--- src/rtl/eight_bit_serial_subtractor_pkg.sv ---
// Shared types and constants for the bit-serial subtractor: FSM state encoding
// and the width/counter sizing used by the top level.
package eight_bit_serial_subtractor_pkg;

  typedef enum logic [1:0] {
    IDLE  = 2'd0,
    SHIFT = 2'd1,
    DONE  = 2'd2
  } state_e;

  localparam int WIDTH_DEFAULT = 8;

  // The counter must reach WIDTH itself, hence one bit beyond $clog2.
  function automatic int cnt_width(input int width);
    return $clog2(width) + 1;
  endfunction

  localparam int CNT_WIDTH_DEFAULT = cnt_width(WIDTH_DEFAULT);

endpackage

--- src/rtl/eight_bit_serial_subtractor_full_subtractor.sv ---
// Single-bit full subtractor: D = A - B - Bin, with the borrow out on Bout.
module full_subtractor (
  input  logic A,
  input  logic B,
  input  logic Bin,
  output logic D,
  output logic Bout
);

  assign D    = A ^ B ^ Bin;
  assign Bout = (~A & B) | (~(A ^ B) & Bin);

endmodule

--- src/rtl/eight_bit_serial_subtractor.sv ---
// Bit-serial subtractor D = A - B - Bin, LSB first through one full-subtractor
// cell; operands captured on start, result held until the next accepted start.
module eight_bit_serial_subtractor
  import eight_bit_serial_subtractor_pkg::*;
#(
  parameter int WIDTH = WIDTH_DEFAULT
) (
  input  logic             clk,
  input  logic             rst,
  input  logic             start,
  input  logic [WIDTH-1:0] A,
  input  logic [WIDTH-1:0] B,
  input  logic             Bin,
  output logic             busy,
  output logic             done,
  output logic [WIDTH-1:0] D,
  output logic             borrowout
);

  localparam int CNT_W = cnt_width(WIDTH);

  state_e           state_q, state_d;
  logic [CNT_W-1:0] cnt_q, cnt_d;
  logic [WIDTH-1:0] a_sr_q, a_sr_d;
  logic [WIDTH-1:0] b_sr_q, b_sr_d;
  logic [WIDTH-1:0] d_q, d_d;
  logic [WIDTH-2:0] res_q, res_d;
  logic             bw_q, bw_d;
  logic             borrowout_q, borrowout_d;
  logic             diff_bit;
  logic             bw_next;
  logic [WIDTH-1:0] res_full;

  full_subtractor u_cell (
    .A   (a_sr_q[0]),
    .B   (b_sr_q[0]),
    .Bin (bw_q),
    .D   (diff_bit),
    .Bout(bw_next)
  );

  // Partial result fills from the MSB; after WIDTH shifts bit 0 sits at the LSB.
  assign res_full = {diff_bit, res_q};

  always_comb begin
    state_d     = state_q;
    cnt_d       = cnt_q;
    a_sr_d      = a_sr_q;
    b_sr_d      = b_sr_q;
    bw_d        = bw_q;
    res_d       = res_q;
    d_d         = d_q;
    borrowout_d = borrowout_q;

    case (state_q)
      IDLE, DONE: begin
        if (start) begin
          a_sr_d  = A;
          b_sr_d  = B;
          bw_d    = Bin;
          cnt_d   = '0;
          state_d = SHIFT;
        end else begin
          state_d = IDLE;
        end
      end
      SHIFT: begin
        a_sr_d = {1'b0, a_sr_q[WIDTH-1:1]};
        b_sr_d = {1'b0, b_sr_q[WIDTH-1:1]};
        bw_d   = bw_next;
        res_d  = res_full[WIDTH-1:1];
        cnt_d  = cnt_q + CNT_W'(1);
        if (cnt_q == CNT_W'(WIDTH - 1)) begin
          d_d         = res_full;
          borrowout_d = bw_next;
          state_d     = DONE;
        end
      end
      default: state_d = IDLE;
    endcase
  end

  always_ff @(posedge clk) begin
    if (rst) begin
      state_q     <= IDLE;
      cnt_q       <= '0;
      a_sr_q      <= '0;
      b_sr_q      <= '0;
      bw_q        <= 1'b0;
      res_q       <= '0;
      d_q         <= '0;
      borrowout_q <= 1'b0;
    end else begin
      state_q     <= state_d;
      cnt_q       <= cnt_d;
      a_sr_q      <= a_sr_d;
      b_sr_q      <= b_sr_d;
      bw_q        <= bw_d;
      res_q       <= res_d;
      d_q         <= d_d;
      borrowout_q <= borrowout_d;
    end
  end

  assign busy      = (state_q == SHIFT);
  assign done      = (state_q == DONE);
  assign D         = d_q;
  assign borrowout = borrowout_q;

endmodule
--- config.mk ---
export PLATFORM = sky130hd
export DESIGN_NAME = eight_bit_serial_subtractor
export DESIGN_NICKNAME = d
export VERILOG_FILES = /design/src/rtl/eight_bit_serial_subtractor_pkg.sv /design/src/rtl/eight_bit_serial_subtractor_full_subtractor.sv /design/src/rtl/eight_bit_serial_subtractor.sv
export SDC_FILE = /design/constraint.sdc
export NUM_CORES = 1
export LEC_CHECK = 0
export CAP_MARGIN = 20
export CELL_PAD_IN_SITES_DETAIL_PLACEMENT = 1
export CELL_PAD_IN_SITES_GLOBAL_PLACEMENT = 1
export CORE_MARGIN = 5
export CORE_UTILIZATION = 28
export DETAILED_ROUTE_END_ITERATION = 8
export PLACE_DENSITY = 0.59
export SETUP_SLACK_MARGIN = 0.5
export SYNTH_ARGS = -nofsm -noshare
export SYNTH_HDL_FRONTEND = slang
export SYNTH_SLANG_ARGS = --single-unit
--- constraint.sdc ---
create_clock -name clk -period 1.35 [get_ports clk]
set_clock_uncertainty 0.05 [all_clocks]
set_input_delay 0.27 -clock clk [delete_from_list [all_inputs] [get_ports clk]]
set_output_delay 0.27 -clock clk [all_outputs]
set_load 0.01 [all_outputs]
==> results.cfg <==
[worst_setup_path]
crit_arrival_ns = 1.43
endpoint_kind = register
cpPeakStageDelay_ns = 0.58
path_cells = inv_2 > fa_2 > nand2_2 > a21oi_2
critPathMaxFanout = 2
cp-start-kind = register
required_ns = 1.52
crit_path_top_delay_cell = fa_2
path_class = register to register

[grt]
grt-ovfl-total = 0
grt_use_total = 0.1330
grt_pass1_wl_um = 7672
grt_pass1_vias = 1664
antenna_found_initial = 0
grt_max_degree = 20

[timing]
setup_violations = 0
rsz0062_at_grt = true
fmax_ghz = 0.7980
hold_ws_ns = 0.4200
setup-tns-final_ns = 0
period_share = 0.9282
slew_headroom = 0.8066
fin_crit_ns = 1.253
worstMarginPinSlew_ns = 0.2897
fin_ws_ns = 0.09694
hold_viol = 0
drv_slew = 0

[placement]
io_buffers = 30
dp_hpwl_um = 3108
pre_cts_ws_ns = -0.2991
gp_congestion = 0.6913
place_inst = 284

[die]
fp-row-count = 27
die_w_um = 84.86
core_area_um2 = 5473
dieArea_um2 = 7200
die_y_um = 84.86
num_io_pins = 31
start_util = 0.2867

[pwr]
powerDensity_nw_per_um2 = 981.8
ir_worst_vdd_mv = 0.4326
p_leak_nw = 0.8746

[detailed_routing]
wl_per_cell_um = 15.33
viasPerCell = 5.087
initialDrtViolationCount = 42
vias = 1521
drt-total-wl_um = 4585
route.antenna.remaining_nets = 0
drtPass1Iterations = 4
drc = 0

[synth]
ys_ff_latch = 39
synth_area_per_cell_um2 = 8.717
synth_warnings = 0
syn_inst = 180
syn-num-nets = 202
ys_types = 28
synth-seq-area-share = 0.4976
synth_top_area_frac = 0.4976
ys_top_cells_by_area = dfxtp_1 50%, a21oi_1 12%, nand3_1 8.6%, a22oi_1 6.7%, nand2_1 4.1%
yosysTopAreaCell = dfxtp_1
syn-cell-area_um2 = 1569

[clock_network]
cts.sinks = 39
tritoncts = yes
cts_buffers = 5
clock_path_buffers = 2
clk_latency_ns = 0.28
ctsHoldBuffers = 0
htreeDepth = 2
cts_root_buffer = clkbuf_8
path_clk_slew_ns = 0.08

[flow_run]
maxCapViolCount = 0

[outcome]
status = completed

[cells_and_area]
stdcell_count = 299
antenna_cells = 0
area_growth_pct = 59.73
nets = 248
drive_above_1_share = 0.4714

[hold_path]
hp-class = register to register
synth_stat cells:
| master | n |
|---|---|
| a211oi_2 | 1 |
| a21oi_1 | 37 |
| a22oi_1 | 14 |
| a2bb2oi_1 | 1 |
| a311oi_1 | 1 |
| and3b_1 | 1 |
| buf_1 | 2 |
| buf_2 | 11 |
| buf_4 | 1 |
| buf_6 | 1 |
| clkbuf_1 | 1 |
| dfxtp_1 | 39 |
| fa_1 | 1 |
| ha_1 | 1 |
| inv_1 | 2 |
| inv_2 | 1 |
| mux2_2 | 1 |
| mux2_4 | 1 |
| nand2_1 | 17 |
| nand2b_1 | 3 |
| nand3_1 | 27 |
| nand3b_1 | 1 |
| nand4_1 | 1 |
| nor2_1 | 2 |
| nor2b_1 | 2 |
| nor3_1 | 1 |
| nor3b_1 | 1 |
| o21ai_0 | 8 |
cells in the final DEF, fill, tap and decap left out, types with 2 or more instances in the layout:
master           count
dfxtp_1             24
a21oi_1             23
nand3_1             21
buf_6               19
clkdlybuf4s50_1     17
nand2_1             14
a21oi_2             14
dfxtp_2             13
a22oi_2             13
buf_4               10
o21ai_1              7
nand3_2              5
clkbuf_8             5
buf_12               3
nand2b_4             2
inv_2                2
nor2_1               2
mux2_4               2
nand2_2              2
dfxtp_4              2
buf_8                2
cell type report:
| cell class | instances | area [µm²] |
|---|---|---|
| Clock buffer | 6 | 72.57 |
| Clock inverter | 2 | 12.51 |
| Tap cell | 72 | 90.09 |
| Inverter | 3 | 16.27 |
| Multi-Input combinational cell | 122 | 907.1 |
| Sequential cell | 39 | 804.5 |
| Timing Repair Buffer | 55 | 603.1 |
| Fill cell | 616 | 2967 |
cells by family after synthesis:
logic type	count (synthesis)	share of synthesized area
buffers and inverters	19	0.06140
AO/OA/AOI/OAI	62	0.2297
flip-flops	39	0.4976
AND/OR/NAND/NOR	56	0.1738
adder cells (fa/ha/maj)	2	0.02073
multiplexers	2	0.01674
registers in the layout (all words and copies together) (netlist names):
register	flops
D	8
a_sr_q	8
b_sr_q	8
borrowout	1
bw_q	1
cnt_q	4
res_q	7
state_q	2
metal layers:
layer	vias to the layer above	global-route usage	share of wire
li1	738	-	-
met1	745	0.1558	0.43
met2	25	0.2278	0.51
met3	13	0.03107	0.028
met4	0	0.06475	0.024
met5	-	0	0
power by group:
part / total, mW / internal (mW) / switching [mW]
clock: 0.772 / 0.361 / 0.411
sequential: 1.23 / 1.20 / 0.0350
combinational: 0.458 / 0.236 / 0.222
total: 2.46 / 1.79 / 0.668
metrics by stage:
stage | total power [mW] | area [µm²] | util
finish | 2.460 | 2506 | 0.4579
global route | 2.581 | 2506 | 0.4579
CTS | 2.472 | 2419 | 0.4419
detailed placement | 1.602 | 2098 | 0.3834
global placement | 1.586 | 2098 | 0.3834
floorplan | 1.476 | 1704 | -
timing repair:
action | 4_1_cts | 5_1_grt
setup buffers | 5 | 1
pin swaps | 13 | 12
resized for setup | 104 | 23
gates cloned | 1 | 0
endpoints found under the setup margin | 50 | 50
worst paths after layout:
| kind | slack, ns | startpoint | depth (start not counted) | to |
|---|---|---|---|---|
| max | 0.1 | bw_q$_SDFFE_PP0P_ | 4 | res_q[6]$_SDFFE_PP0P_ |
| min | 0.42 | res_q[0]$_SDFFE_PP0P_ | 2 | D[0]$_SDFFE_PP0P_ |
| max reg2reg | 0.1 | bw_q$_SDFFE_PP0P_ | 4 | res_q[6]$_SDFFE_PP0P_ |
| min reg2reg | 0.42 | res_q[0]$_SDFFE_PP0P_ | 2 | D[0]$_SDFFE_PP0P_ |
worst max-delay path: cells and delay by family, from the launching register on:
family	cells	cell delay [ns]
compound gates	1	0.12
simple gates	1	0.06
buf+inv	1	0.04
flops	1	0.34
fa+ha+maj	1	0.58
Note: power is estimated with default switching activity, not from simulation.
